==> src/rtl/timer_pkg.sv <==
// Shared types and constants for the timer run-control stage.
package timer_pkg;

    typedef enum logic [1:0] {
        IDLE  = 2'd0,
        LOAD  = 2'd1,
        RUN   = 2'd2,
        PAUSE = 2'd3
    } timer_state_e;

    localparam logic MODE_ONESHOT  = 1'b0;
    localparam logic MODE_PERIODIC = 1'b1;

endpackage

==> src/rtl/timer_prescaler.sv <==
// Programmable prescaler: latches the divisor on load and emits a registered
// count-enable pulse every div+1 enabled cycles.
module timer_prescaler #(
    parameter int PS_W = 8
) (
    input  logic            clk,
    input  logic            clr,
    input  logic            load,
    input  logic [PS_W-1:0] div,
    input  logic            run_en,
    output logic            cten
);

    logic [PS_W-1:0] div_reg;
    logic [PS_W-1:0] ps_cnt_reg;
    logic            cten_reg;
    logic            wrap;

    assign wrap = (ps_cnt_reg == div_reg);
    assign cten = cten_reg;

    always_ff @(posedge clk or negedge clr) begin
        if (!clr) begin
            div_reg    <= '0;
            ps_cnt_reg <= '0;
            cten_reg   <= 1'b0;
        end else if (load) begin
            div_reg    <= div;
            ps_cnt_reg <= '0;
            cten_reg   <= 1'b0;
        end else begin
            // When run_en drops (pause/stop) the count freezes; a pulse already
            // registered is left to complete on its own.
            cten_reg <= run_en & wrap;
            if (run_en) begin
                ps_cnt_reg <= wrap ? '0 : ps_cnt_reg + 1'b1;
            end
        end
    end

endmodule

==> src/rtl/timer_ctrl.sv <==
// Run-control FSM for the cascaded counter chain: prescaled count-enable,
// run clear, expiry detection. Define TIMER_CTRL_EXPCNT_EN for the expiry counter.
module timer_ctrl
    import timer_pkg::*;
#(
    parameter int PS_W  = 8,
    parameter int EXP_W = 8
) (
    input  logic             clk,
    input  logic             clr,
    input  logic             start,
    input  logic             stop,
    input  logic             pause,
    input  logic             mode,
    input  logic [PS_W-1:0]  ps_div,
    input  logic             tc,
    output logic             cten,
    output logic             cnt_clr,
    output logic             busy,
    output logic             done,
    output logic [EXP_W-1:0] exp_cnt
);

    timer_state_e state_reg, state_next;
    logic mode_reg;
    logic cnt_clr_reg, cnt_clr_next;
    logic busy_reg, busy_next;
    logic done_reg, done_next;
    logic active, tc_hit, load, run_en;

    assign active = (state_reg == RUN) || (state_reg == PAUSE);
    assign tc_hit = active & cten & tc;
    assign load   = (state_next == LOAD);
    assign run_en = active && (state_next == RUN);

    timer_prescaler #(.PS_W(PS_W)) u_prescaler (
        .clk    (clk),
        .clr    (clr),
        .load   (load),
        .div    (ps_div),
        .run_en (run_en),
        .cten   (cten)
    );

    always_ff @(posedge clk or negedge clr) begin
        if (!clr) begin
            state_reg   <= IDLE;
            mode_reg    <= MODE_ONESHOT;
            cnt_clr_reg <= 1'b0;
            busy_reg    <= 1'b0;
            done_reg    <= 1'b0;
        end else begin
            state_reg   <= state_next;
            cnt_clr_reg <= cnt_clr_next;
            busy_reg    <= busy_next;
            done_reg    <= done_next;
            if (load) begin
                mode_reg <= mode;
            end
        end
    end

    // Priority: stop > start (restart) > one-shot expiry > pause.
    always_comb begin
        state_next = state_reg;
        case (state_reg)
            IDLE: begin
                if (start && !stop) state_next = LOAD;
            end
            LOAD: begin
                if (stop)       state_next = IDLE;
                else if (start) state_next = LOAD;
                else            state_next = RUN;
            end
            default: begin
                if (stop)                                     state_next = IDLE;
                else if (start)                               state_next = LOAD;
                else if (tc_hit && mode_reg == MODE_ONESHOT)  state_next = IDLE;
                else if (pause)                               state_next = PAUSE;
                else                                          state_next = RUN;
            end
        endcase
    end

    always_comb begin
        cnt_clr_next = (state_next != LOAD);
        busy_next    = (state_next != IDLE);
        done_next    = tc_hit;
    end

    assign cnt_clr = cnt_clr_reg;
    assign busy    = busy_reg;
    assign done    = done_reg;

`ifdef TIMER_CTRL_EXPCNT_EN
    logic [EXP_W-1:0] exp_cnt_reg;

    always_ff @(posedge clk or negedge clr) begin
        if (!clr) begin
            exp_cnt_reg <= '0;
        end else if (load) begin
            exp_cnt_reg <= '0;
        end else if (tc_hit && (exp_cnt_reg != {EXP_W{1'b1}})) begin
            exp_cnt_reg <= exp_cnt_reg + 1'b1;
        end
    end

    assign exp_cnt = exp_cnt_reg;
`else
    assign exp_cnt = '0;
`endif

endmodule
==> config.mk <==
export PLATFORM = sky130hd
export DESIGN_NAME = timer_ctrl
export DESIGN_NICKNAME = d
export VERILOG_FILES = /design/src/rtl/timer_pkg.sv /design/src/rtl/timer_prescaler.sv /design/src/rtl/timer_ctrl.sv
export SDC_FILE = /design/constraint.sdc
export NUM_CORES = 1
export LEC_CHECK = 0
export ABC_CLOCK_PERIOD_IN_PS = 4900
export BUFFER_PORTS_ARGS = -buffer_cell sky130_fd_sc_hd__clkbuf_2
export CORE_MARGIN = 2
export CORE_UTILIZATION = 35
export CTS_CLUSTER_DIAMETER = 200
export DETAILED_ROUTE_END_ITERATION = 7
export PLACE_DENSITY = 0.54
export SLEW_MARGIN = 10
export SYNTH_ARGS = -nofsm -noshare
export SYNTH_HDL_FRONTEND = slang
export SYNTH_HIERARCHICAL = 1
export SYNTH_SLANG_ARGS = --single-unit
==> constraint.sdc <==
create_clock -name clk -period 4.9 [get_ports clk]
set_input_delay 0.98 -clock clk [delete_from_list [all_inputs] [get_ports clk]]
set_output_delay 0.98 -clock clk [all_outputs]
set_load 0.005 [all_outputs]
==> results.yml <==
route:
  antenna_left: 0
  firstDrtPassIters: 4
  vias_per_cell: 4.803
  initialDrtViolationCount: 18
  routedWlPerCell_um: 12.13
  drc: 0
  wl_um: 2160
  num_vias: 855
placed_design:
  gp_congestion: 0.7687
  placed_area_sq_um: 1348
  dp_hpwl_um: 1528
  dp.cells: 174
  portBuffers: 18
worst_setup_path:
  crit_arrival_ns: 2.43
  startpoint: "tc"
  r2r_slack_ns: 2.99
  cp_data_required_time_ns: 5.12
  setup.worst_path.end_class: "register"
  crit_type: "in -> reg"
  crit_path_start_kind: "input port"
  cp_max_fo: 18
  worst_r2r_startpoint: "state_reg[1]"
status:
  status: "finished, final reports clean"
worst_hold_path:
  min_from: "u_prescaler/div_reg[0]"
  hp-class: "reg -> reg"
cells_and_area:
  area_growth_pct: 8.704
  multi_input_area_sq_um: 609.3
  drive_above_1_share_pct: 31.06
  stdcell_area_sq_um: 1375
  ff_latch_area_sq_um: 575.6
  num-fill-cells: 365
  antennaDiodeCount: 0
  stdcell_count: 178
  fin_nets: 149
synthesis:
  ys_ff_latch: 23
  synth_cells: 116
  synth-adder-area-share_pct: 0.9891
  ys_top_cells_by_count: "dfrtp_1 (23), mux2_2 (9), buf_4 (8), nand2_1 (8), xnor2_1 (8)"
  synth_compound_area_share_pct: 9.496
  synthXorXnorAreaFrac_pct: 5.539
  synth-async-reset-ratio_pct: 100.0
  synth_sequential_area_ratio_pct: 45.50
  ys.flop_type: "dfrtp_1"
  synth.area.top_cells: "dfrtp_1 (45%), mux2_2 (8.0%), xnor2_1 (5.5%), buf_4 (4.7%), nand2b_1 (3.0%)"
  ys_types: 35
  synth_edf_count: 0
  synth_simple_gate_area_share_pct: 19.39
  synth_top_family_by_area: "simple AND/OR/NAND/NOR gates"
  synth_top_area_share_pct: 45.50
  syn_area_sq_um: 1265
  synth_area_leader_cell: "dfrtp_1"
  avgSynthCellArea_sq_um: 10.90
  yosysMostFrequentCell: "dfrtp_1"
  post_synth_mux_area_share_pct: 10.39
  ys.warnings.count: 6
sta:
  setup_violations: 0
  slew_headroom_pct: 56.01
  finalSetupTns_ns: 0
  period_needed_ns: 2.214
  slew_viol_final: 0
  finClkSkew_ns: 0.009100
  hold_viol: 0
  fmax_mhz: 451.6
  period_share_pct: 45.19
  rsz0062_at_grt: "false"
  worst_pin_slew_ns: 0.6592
pwr:
  vdd_drop_max_v: 0.0001371
  leakagePower_uw: 0.0005993
  cellPowerDensity_nw_per_um2: 254.8
floorplan:
  fp.dieArea_sq_um: 4111
  core_area_sq_um: 3416
  dieHeight_um: 64.12
  ios: 27
  rows: 21
  start_util_pct: 37.03
  die_x_um: 64.12
global_route:
  grt_pass1_vias: 845
  grt_overflow: 0
  grtUsageMet3_pct: 2.113
  busiest_layer: "met1"
  grt_use_met2_pct: 17.45
  grt_pass1_wl_um: 3946
  grt_max_degree: 24
  grt_antenna_before_repair: 0
  grt_use_total_pct: 12.26
  grt_util_met1_pct: 18.07
clocking:
  ctsResizeCount: 0
  max-clock-path-buffers: 2
  cts_made_buffers: 3
  cts_sinks: 23
  post-cts-setup-buffer-count: 0
  hold_buffers: 0
  cts_tree: "built"
  cts_root_buf: "clkbuf_4"
  insertion_delay_ns: 0.31
  htreeDepth: 1
  clk_pin_slew_ns: 0.12
flow_run:
  maxCapViolCount: 0
-- kinds of logic (layout without fill, tap and decap cells) --
family,Yosys count,in the layout
flip-flops,23,23
AND/OR/NAND/NOR,38,38
adder cells (fa/ha/maj),1,1
AO/OA/AOI/OAI,17,17
other,1,8
XOR/XNOR,8,8
multiplexers,12,12
buffers and inverters,16,25
-- power breakdown --
part	switching, uW	leakage (uW)	internal (uW)
logic	23.3	0.000291	25.6
clock network	56.4	0.0000177	30.5
registers	10.9	0.000290	204
-- stage by stage --
step / util [%] / power (uW) / setup WS [ns] / hold slack, ns
final: 40.26 / 350.4 / 2.686 / 0.5413
after global routing: 40.26 / 373.8 / 2.551 / 0.5589
after CTS: 40.26 / 355.9 / 2.701 / 0.5471
after detailed placement: 39.45 / 267.9 / 2.371 / 0.5188
after global placement: 39.45 / 265.8 / 2.400 / 0.4896
after floorplan: - / 256.7 / 2.476 / 0.4793
-- per-layer routing --
layer  vias up  routed length [um]
met3         5                  73
met4         0                  40
met2        22                 980
li1        421                   -
met1       407                1065
met5         -                   0
-- area by class of cell --
class                   instances  area share, %
clock buffers                   3          1.638
clock inverters                 1         0.3640
inverters                       2         0.5460
multi-input cells              84          44.31
flip-flops and latches         23          41.86
well taps                      46          4.186
repair buffers                 19          7.097
-- worst max-delay path, cell delays in order --
cell,delay (ns)
clkbuf_2,0.08
and3_4,0.17
a21o_1,0.21
nor4b_2,0.22
buf_4,0.26
nand3b_1,0.09
o21ai_0,0.15
a21oi_1,0.05
a211oi_1,0.21
-- path summary, 6_finish.rpt --
| kind | end | depth (start not counted) |
|---|---|---|
| worst max-delay path | u_prescaler/ps_cnt_reg[6] | 9 |
| max in group asynchronous | u_prescaler/div_reg[2] | 1 |
| min in group asynchronous | cnt_clr | 1 |
| worst max register to register | u_prescaler/ps_cnt_reg[6] | 8 |
| worst min-delay path | u_prescaler/div_reg[0] | 1 |
| worst min register to register | u_prescaler/div_reg[0] | 1 |
-- placed cells by master, fill, tap and decap left out, types with 5 or more instances in the layout --
cell / synthesis / final
a21oi_1: 5 / 5
clkbuf_2: 0 / 18
mux2_2: 9 / 9
conb_1: 1 / 8
xnor2_1: 8 / 8
nand2_1: 8 / 8
nor2_1: 5 / 5
nand2b_1: 6 / 6
dfrtp_1: 23 / 23
o21ai_0: 5 / 5
No activity file was read; power rests on OpenSTA's default activity.
